==> src/rtl/arb_prio_fun_if.sv <==
// arb_prio_fun_if: request/grant bundle between profile selection and the functionality arbiter
interface arb_prio_fun_if #(parameter int N_PERF = 4, parameter int FUN_W = 3);
  logic [N_PERF-1:0] req;
  logic [N_PERF*FUN_W-1:0] fun;
  logic [N_PERF-1:0] prio;
  logic [N_PERF-1:0] rel;
  logic [N_PERF-1:0] gnt;
  logic [FUN_W-1:0] gnt_fun;
  logic busy;
  logic conf;
  logic tout;
  modport master (output req, fun, prio, rel, input gnt, gnt_fun, busy, conf, tout);
  modport slave (input req, fun, prio, rel, output gnt, gnt_fun, busy, conf, tout);
endinterface

==> src/rtl/arb_prio_fun.sv <==
// arb_prio_fun: priority/round-robin arbiter granting all profiles that share the winner's functionality
// ARB_PRIO_TIMEOUT_EN compiles in the grant cycle counter and forced release after TMO cycles.
module arb_prio_fun #(
  parameter int N_PERF = 4,
  parameter int FUN_W = 3,
  parameter int TMO = 8
) (
  input logic clk,
  input logic rst_n,
  arb_prio_fun_if.slave bus
);
  localparam int PW = (N_PERF > 1) ? $clog2(N_PERF) : 1;
  typedef enum logic {IDLE, GRANT} state_t;
  state_t state, state_d;
  logic [PW-1:0] ptr, ptr_d, win, win_q, win_d;
  logic [N_PERF-1:0] cand, match, gnt, gnt_d;
  logic [FUN_W-1:0] gnt_fun, gnt_fun_d;
  logic busy, busy_d, conf, conf_d, tout, tout_d, rel_end, tmo_end;
  assign cand = |(bus.req & bus.prio) ? bus.req & bus.prio : bus.req;
  // descending scan so the candidate closest to ptr is the last write
  always_comb begin
    win = '0;
    for (int k = N_PERF - 1; k >= 0; k--)
      if (cand[(int'(ptr) + k) % N_PERF]) win = PW'((int'(ptr) + k) % N_PERF);
  end
  always_comb begin
    match = '0;
    for (int i = 0; i < N_PERF; i++)
      match[i] = bus.req[i] && (bus.fun[i*FUN_W +: FUN_W] == bus.fun[win*FUN_W +: FUN_W]);
  end
  assign rel_end = |(bus.rel & gnt) || ~|(bus.req & gnt);
`ifdef ARB_PRIO_TIMEOUT_EN
  localparam int CW = $clog2(TMO);
  logic [CW-1:0] cnt, cnt_d;
  assign tmo_end = state == GRANT && cnt == CW'(TMO - 1);
  assign cnt_d = state == IDLE ? '0 : (cnt == CW'(TMO - 1) ? cnt : cnt + 1'b1);
  always_ff @(posedge clk)
    cnt <= !rst_n ? '0 : cnt_d;
`else
  logic [31:0] unused_tmo;
  assign unused_tmo = TMO;
  assign tmo_end = 1'b0;
`endif
  always_comb begin
    state_d = state;
    gnt_d = gnt;
    gnt_fun_d = gnt_fun;
    busy_d = busy;
    conf_d = conf;
    tout_d = 1'b0;
    ptr_d = ptr;
    win_d = win_q;
    if (state == IDLE) begin
      if (|bus.req) begin
        state_d = GRANT;
        gnt_d = match;
        gnt_fun_d = bus.fun[win*FUN_W +: FUN_W];
        busy_d = 1'b1;
        conf_d = |(bus.req & ~match);
        win_d = win;
      end
    end else if (rel_end || tmo_end) begin
      state_d = IDLE;
      gnt_d = '0;
      gnt_fun_d = '0;
      busy_d = 1'b0;
      conf_d = 1'b0;
      ptr_d = win_q == PW'(N_PERF - 1) ? '0 : win_q + 1'b1;
      tout_d = tmo_end && !rel_end;
    end
  end
  always_ff @(posedge clk) begin
    if (!rst_n) begin
      state <= IDLE;
      gnt <= '0;
      gnt_fun <= '0;
      busy <= 1'b0;
      conf <= 1'b0;
      tout <= 1'b0;
      ptr <= '0;
      win_q <= '0;
    end else begin
      state <= state_d;
      gnt <= gnt_d;
      gnt_fun <= gnt_fun_d;
      busy <= busy_d;
      conf <= conf_d;
      tout <= tout_d;
      ptr <= ptr_d;
      win_q <= win_d;
    end
  end
  assign bus.gnt = gnt;
  assign bus.gnt_fun = gnt_fun;
  assign bus.busy = busy;
  assign bus.conf = conf;
  assign bus.tout = tout;
endmodule

==> src/flat_wrapper.sv <==
// flat-port wrapper written by rule: the top's interface ports become plain ports
module arb_prio_fun_flat 
#(
  parameter int N_PERF = 4,
  parameter int FUN_W = 3,
  parameter int TMO = 8
)
  (clk, rst_n, bus_req, bus_fun, bus_prio, bus_rel, bus_gnt, bus_gnt_fun, bus_busy, bus_conf, bus_tout);
  arb_prio_fun_if #(.N_PERF(N_PERF), .FUN_W(FUN_W)) bus_i ();
  input logic clk;
  input logic rst_n;
  input wire logic [$bits(bus_i.req)-1:0] bus_req;
  input wire logic [$bits(bus_i.fun)-1:0] bus_fun;
  input wire logic [$bits(bus_i.prio)-1:0] bus_prio;
  input wire logic [$bits(bus_i.rel)-1:0] bus_rel;
  output wire logic [$bits(bus_i.gnt)-1:0] bus_gnt;
  output wire logic [$bits(bus_i.gnt_fun)-1:0] bus_gnt_fun;
  output wire logic [$bits(bus_i.busy)-1:0] bus_busy;
  output wire logic [$bits(bus_i.conf)-1:0] bus_conf;
  output wire logic [$bits(bus_i.tout)-1:0] bus_tout;
  assign bus_i.req = bus_req;
  assign bus_i.fun = bus_fun;
  assign bus_i.prio = bus_prio;
  assign bus_i.rel = bus_rel;
  assign bus_gnt = bus_i.gnt;
  assign bus_gnt_fun = bus_i.gnt_fun;
  assign bus_busy = bus_i.busy;
  assign bus_conf = bus_i.conf;
  assign bus_tout = bus_i.tout;
  arb_prio_fun #(.N_PERF(N_PERF), .FUN_W(FUN_W), .TMO(TMO)) u_core (.clk(clk), .rst_n(rst_n), .bus(bus_i));
endmodule
==> config.mk <==
export PLATFORM = sky130hd
export DESIGN_NAME = arb_prio_fun_flat
export DESIGN_NICKNAME = d
export VERILOG_FILES = /design/src/rtl/arb_prio_fun_if.sv /design/src/rtl/arb_prio_fun.sv /design/src/flat_wrapper.sv
export SDC_FILE = /design/constraint.sdc
export NUM_CORES = 1
export LEC_CHECK = 0
export CORE_UTILIZATION = 53
export CTS_CLUSTER_DIAMETER = 80
export DETAILED_ROUTE_END_ITERATION = 10
export PLACE_DENSITY = 0.85
export SLEW_MARGIN = 20
export SYNTH_ARGS = -nofsm -noshare
export SYNTH_HDL_FRONTEND = slang
export SYNTH_SLANG_ARGS = --single-unit
==> constraint.sdc <==
create_clock -name clk -period 4.6 [get_ports clk]
set_input_delay 0.69 -clock clk [delete_from_list [all_inputs] [get_ports clk]]
set_output_delay 0.69 -clock clk [all_outputs]
set_load 0.01 [all_outputs]
==> results summary <==
The critical path arrival came out at 3.98 ns. The setup fix buffers added after clock tree synthesis came out at 0. Walking the worst path, the cells encountered are clkdlybuf4s50_1, nand2_1, a31oi_2, a211oi_2, nor3_4, mux2i_4, xor2_1, o22ai_1, or4_1, a21boi_1.

The fraction of the core area covered by cells at the end of the flow is 70.35%. The clock slew at the register clock pins of the worst setup and hold paths came out at 0.08 ns. The residual overflow from global routing came out at 0. Counting I/O delays and the setup requirement, the final critical path takes 3.766 ns. The start-to-end type of the worst setup path is input port to flop.

The post-DP HPWL is 3058 microns. Setup repair after global routing left no endpoint under its margin. The area share of the largest cell type after synthesis is 20.23%. Setup violations remaining at the end of the flow were counted as 0.

Summed over all cells, the static leakage comes to 0.6498 nW. The simple-gate portion of the synthesized area came out at 29.36%. The total via count in the routed design is 1508.

Of all cell types, the one taking the most synthesized area is sky130_fd_sc_hd__dfxtp_1. The post-layout instance area came out at 1743 sq um. The tree is rooted in a sky130_fd_sc_hd__clkbuf_4. The count of instances resized after the clock tree is built came out at 0.

The startpoint type of the worst setup path is an input port. The placement row count came out at 18. Among all flip-flop cells after synthesis, the most frequent one is sky130_fd_sc_hd__dfxtp_1. In the synthesized netlist the async set-or-reset flop fraction comes to 0%. The antenna diode count came out at 0. By area the synthesized netlist is led by sky130_fd_sc_hd__dfxtp_1, sky130_fd_sc_hd__nand2_1, sky130_fd_sc_hd__o31ai_1. The chip width is 53.12 microns. Clock tree synthesis inserted a total of 3 buffers. The placement-stage worst setup slack is 0.6351 ns. The post-synthesis sequential element count is 14.

The number of pins with negative max-slew slack in the final report was 0. The synthesized netlist contains 58 unique library cells. In this run the worst hold path is classified as flop to flop. After synthesis, the largest family of logic cells by area is compound AO/OA/AOI/OAI gates.

The via count of the first global-routing pass is 1422. The cell area after technology mapping came out at 1385 sq um. The buffers plus inverters on the worst setup path is 1.

The wire length of the first global-routing pass came out at 6168 microns. The length of the first detailed-routing pass in iterations came out at 4. In this design, the largest share of critical-path delay is due to simple AND/OR/NAND/NOR gates.

The starting density of the core is 55.91%. Yosys printed 0 warnings. The worst IR drop on VDD came out at 0.2616 mV. The post-detailed-placement cell area came out at 1707 sq um. In this run the remaining antenna-violating nets after routing total 0. The post-cts hold buffer count is 0. The number of buffers on the longest clock path is 2. The region available for standard cell placement spans 2477 sq um.

Across the routed clock network, the largest skew measured is 0.007845 ns. The number of design-rule violations left by the first detailed-router iteration came out at 94. The number of port buffers came out at 34. At the end of routability-driven placement, the weighted congestion stood at 0.9353. The power density of the placed cells came out at 266.5 nW/um^2. The delay contributed by the slowest stage of the critical path came out at 0.74 ns. The flow ran to the end, and the final reports show no timing, DRC or antenna violations.

The share of post-route cells with drive strength above 1 came out at 10.05%. The slack of the critical path came out at 0.8343 ns. In the global route stage, overall resource usage came out at 29.41%. The CTS tree is built. The die covers 2822 sq um. The required time of the worst setup path is 4.82 ns.

The number of vias per cell came out at 6.585. The slowest library cell on the worst path is sky130_fd_sc_hd__clkdlybuf4s50_1. The initial antenna violation count is 0. The final cell count without fillers is 229. The cell count after placement is 225. Sequential elements use 20.23% of the synthesized area. The headroom to the max-slew limit is 40.94%. The number of hold-slack violations in the final timing report came out at 0. The final layout contains 227 nets. When the netlist entered floorplanning its net count stood at 195. The compound-cell area share of the yosys netlist is 31.17%. The clock insertion delay at the later pin of the skew report is 0.28 ns.

CTS saw 14 sinks. The average instance area after synthesis came out at 8.245 sq um. The post-synthesis xor/xnor area fraction came out at 6.323%. The multiplexer share of the synthesized area came out at 6.865%.

The post-detailed-route DRC marker count is 0. Static timing analysis puts the maximum clock frequency at 265.6 MHz. The largest net degree at the start of global routing came out at 14. The number of max-capacitance violations reported came out at 0. The overall die height came out at 53.12 microns.

The I/O pin count is 36. Counting flops with a built-in enable in the synthesized netlist gives 0. The synthesis-to-layout area growth came out at 25.84%.

In the finished design, the share of the clock period the worst path needs comes to 81.86%. The synthesized instance count is 168. Dividing the detail-routed wire length by the instance count gives 17.13 microns. Of all nets on the critical path, the largest fanout is 10. STA classifies the critical path endpoint as a flop. The synthesized netlist devotes 0.9033% of its cell area to adder and majority cells. The final sum of negative setup slack is 0 ns. The post-detailed-routing wire length is 3922 microns.

The H-tree depth reported by CTS is 1. The transition time at the pin with the least slew margin is 0.8792 ns.
where the power goes:
group	switching, mW	internal (mW)
sequential	0.0116	0.135
clock	0.0396	0.0482
combinational	0.125	0.105
total	0.176	0.288
state kept, by name, indices dropped and copies added (netlist names):
register / cells
u_core.bus.busy: 1
u_core.ptr: 2
u_core.state: 1
u_core.win_q: 2
u_core.bus.gnt_fun: 3
u_core.bus.conf: 1
u_core.bus.gnt: 4
routing by layer:
metal / wire, microns / GRT usage, %
met1: 1627 / 36.93
met2: 1933 / 49.16
met3: 292 / 4.598
met4: 69 / 12.72
met5: 0 / 0
path summary, 6_finish.rpt:
check | depth (start not counted) | slack (ns) | endpoint | startpoint
max | 10 | 0.83 | u_core.bus.gnt[1] | bus_req[3]
min | 2 | 0.49 | u_core.bus.busy | u_core.bus.busy
max reg2reg | 8 | 1.71 | u_core.bus.gnt[3] | u_core.ptr[1]
min reg2reg | 2 | 0.49 | u_core.bus.busy | u_core.bus.busy
synth_stat cells (4+ instances only):
master	instances
sky130_fd_sc_hd__nand2_1	20
sky130_fd_sc_hd__a211oi_1	4
sky130_fd_sc_hd__xnor2_1	6
sky130_fd_sc_hd__a21o_1	4
sky130_fd_sc_hd__o31ai_1	8
sky130_fd_sc_hd__nor2b_1	4
sky130_fd_sc_hd__a22oi_1	4
sky130_fd_sc_hd__xor2_1	4
sky130_fd_sc_hd__o21a_1	5
sky130_fd_sc_hd__and2_1	8
sky130_fd_sc_hd__a21boi_0	4
sky130_fd_sc_hd__nand4_1	9
sky130_fd_sc_hd__dfxtp_1	14
sky130_fd_sc_hd__nor2_1	9
cells in the final DEF, fill, tap and decap left out, drive strengths merged, types with 2 or more instances in the layout:
cell / n
nor3: 3
a21boi: 5
a21o: 4
inv: 3
dfxtp: 14
nand4: 9
o211ai: 3
a22oi: 6
nor2: 9
and3: 2
o31ai: 8
a211oi: 5
o21ai: 3
a21oi: 3
and2: 9
mux2i: 6
nor4b: 2
clkbuf: 4
nor2b: 4
xnor2: 6
xor2: 4
clkdlybuf4s50: 34
nor3b: 3
o21a: 6
nand2: 20
nand3: 4
a211o: 2
stage by stage:
stage          power (mW)  hold slack (ns)
5_1_grt            0.4902           0.5154
2_1_floorplan      0.2964           0.4851
3_3_place_gp       0.3656           0.4579
6_report           0.4644           0.4855
4_1_cts            0.4622           0.4937
3_5_place_dp       0.3734           0.4754
cell families (layout without fill, tap and decap cells):
| kind of cell | after synthesis | count (layout) |
|---|---|---|
| AO/OA/AOI/OAI | 54 | 54 |
| AND/OR/NAND/NOR | 71 | 71 |
| XOR/XNOR | 10 | 10 |
| other | 1 | 1 |
| buffers and inverters | 10 | 41 |
| adder cells (fa/ha/maj) | 1 | 1 |
| flip-flops | 14 | 14 |
| multiplexers | 7 | 7 |
cell type report:
| class | count | area [sq um] |
|---|---|---|
| fillers | 206 | 734.5 |
| inverters | 3 | 11.26 |
| multi-input cells | 144 | 1037 |
| well taps | 30 | 37.54 |
| flip-flops and latches | 14 | 280.3 |
| clock buffers | 4 | 36.28 |
| repair buffers | 34 | 340.3 |
worst reg2reg max path: cells and delay by family, from the launching register on:
kind	cells	cell delay [ns]
AND/OR/NAND/NOR	4	1.36
AO/OA/AOI/OAI	4	0.94
flip-flops	1	0.50
Power figures use the tool's default switching activity.
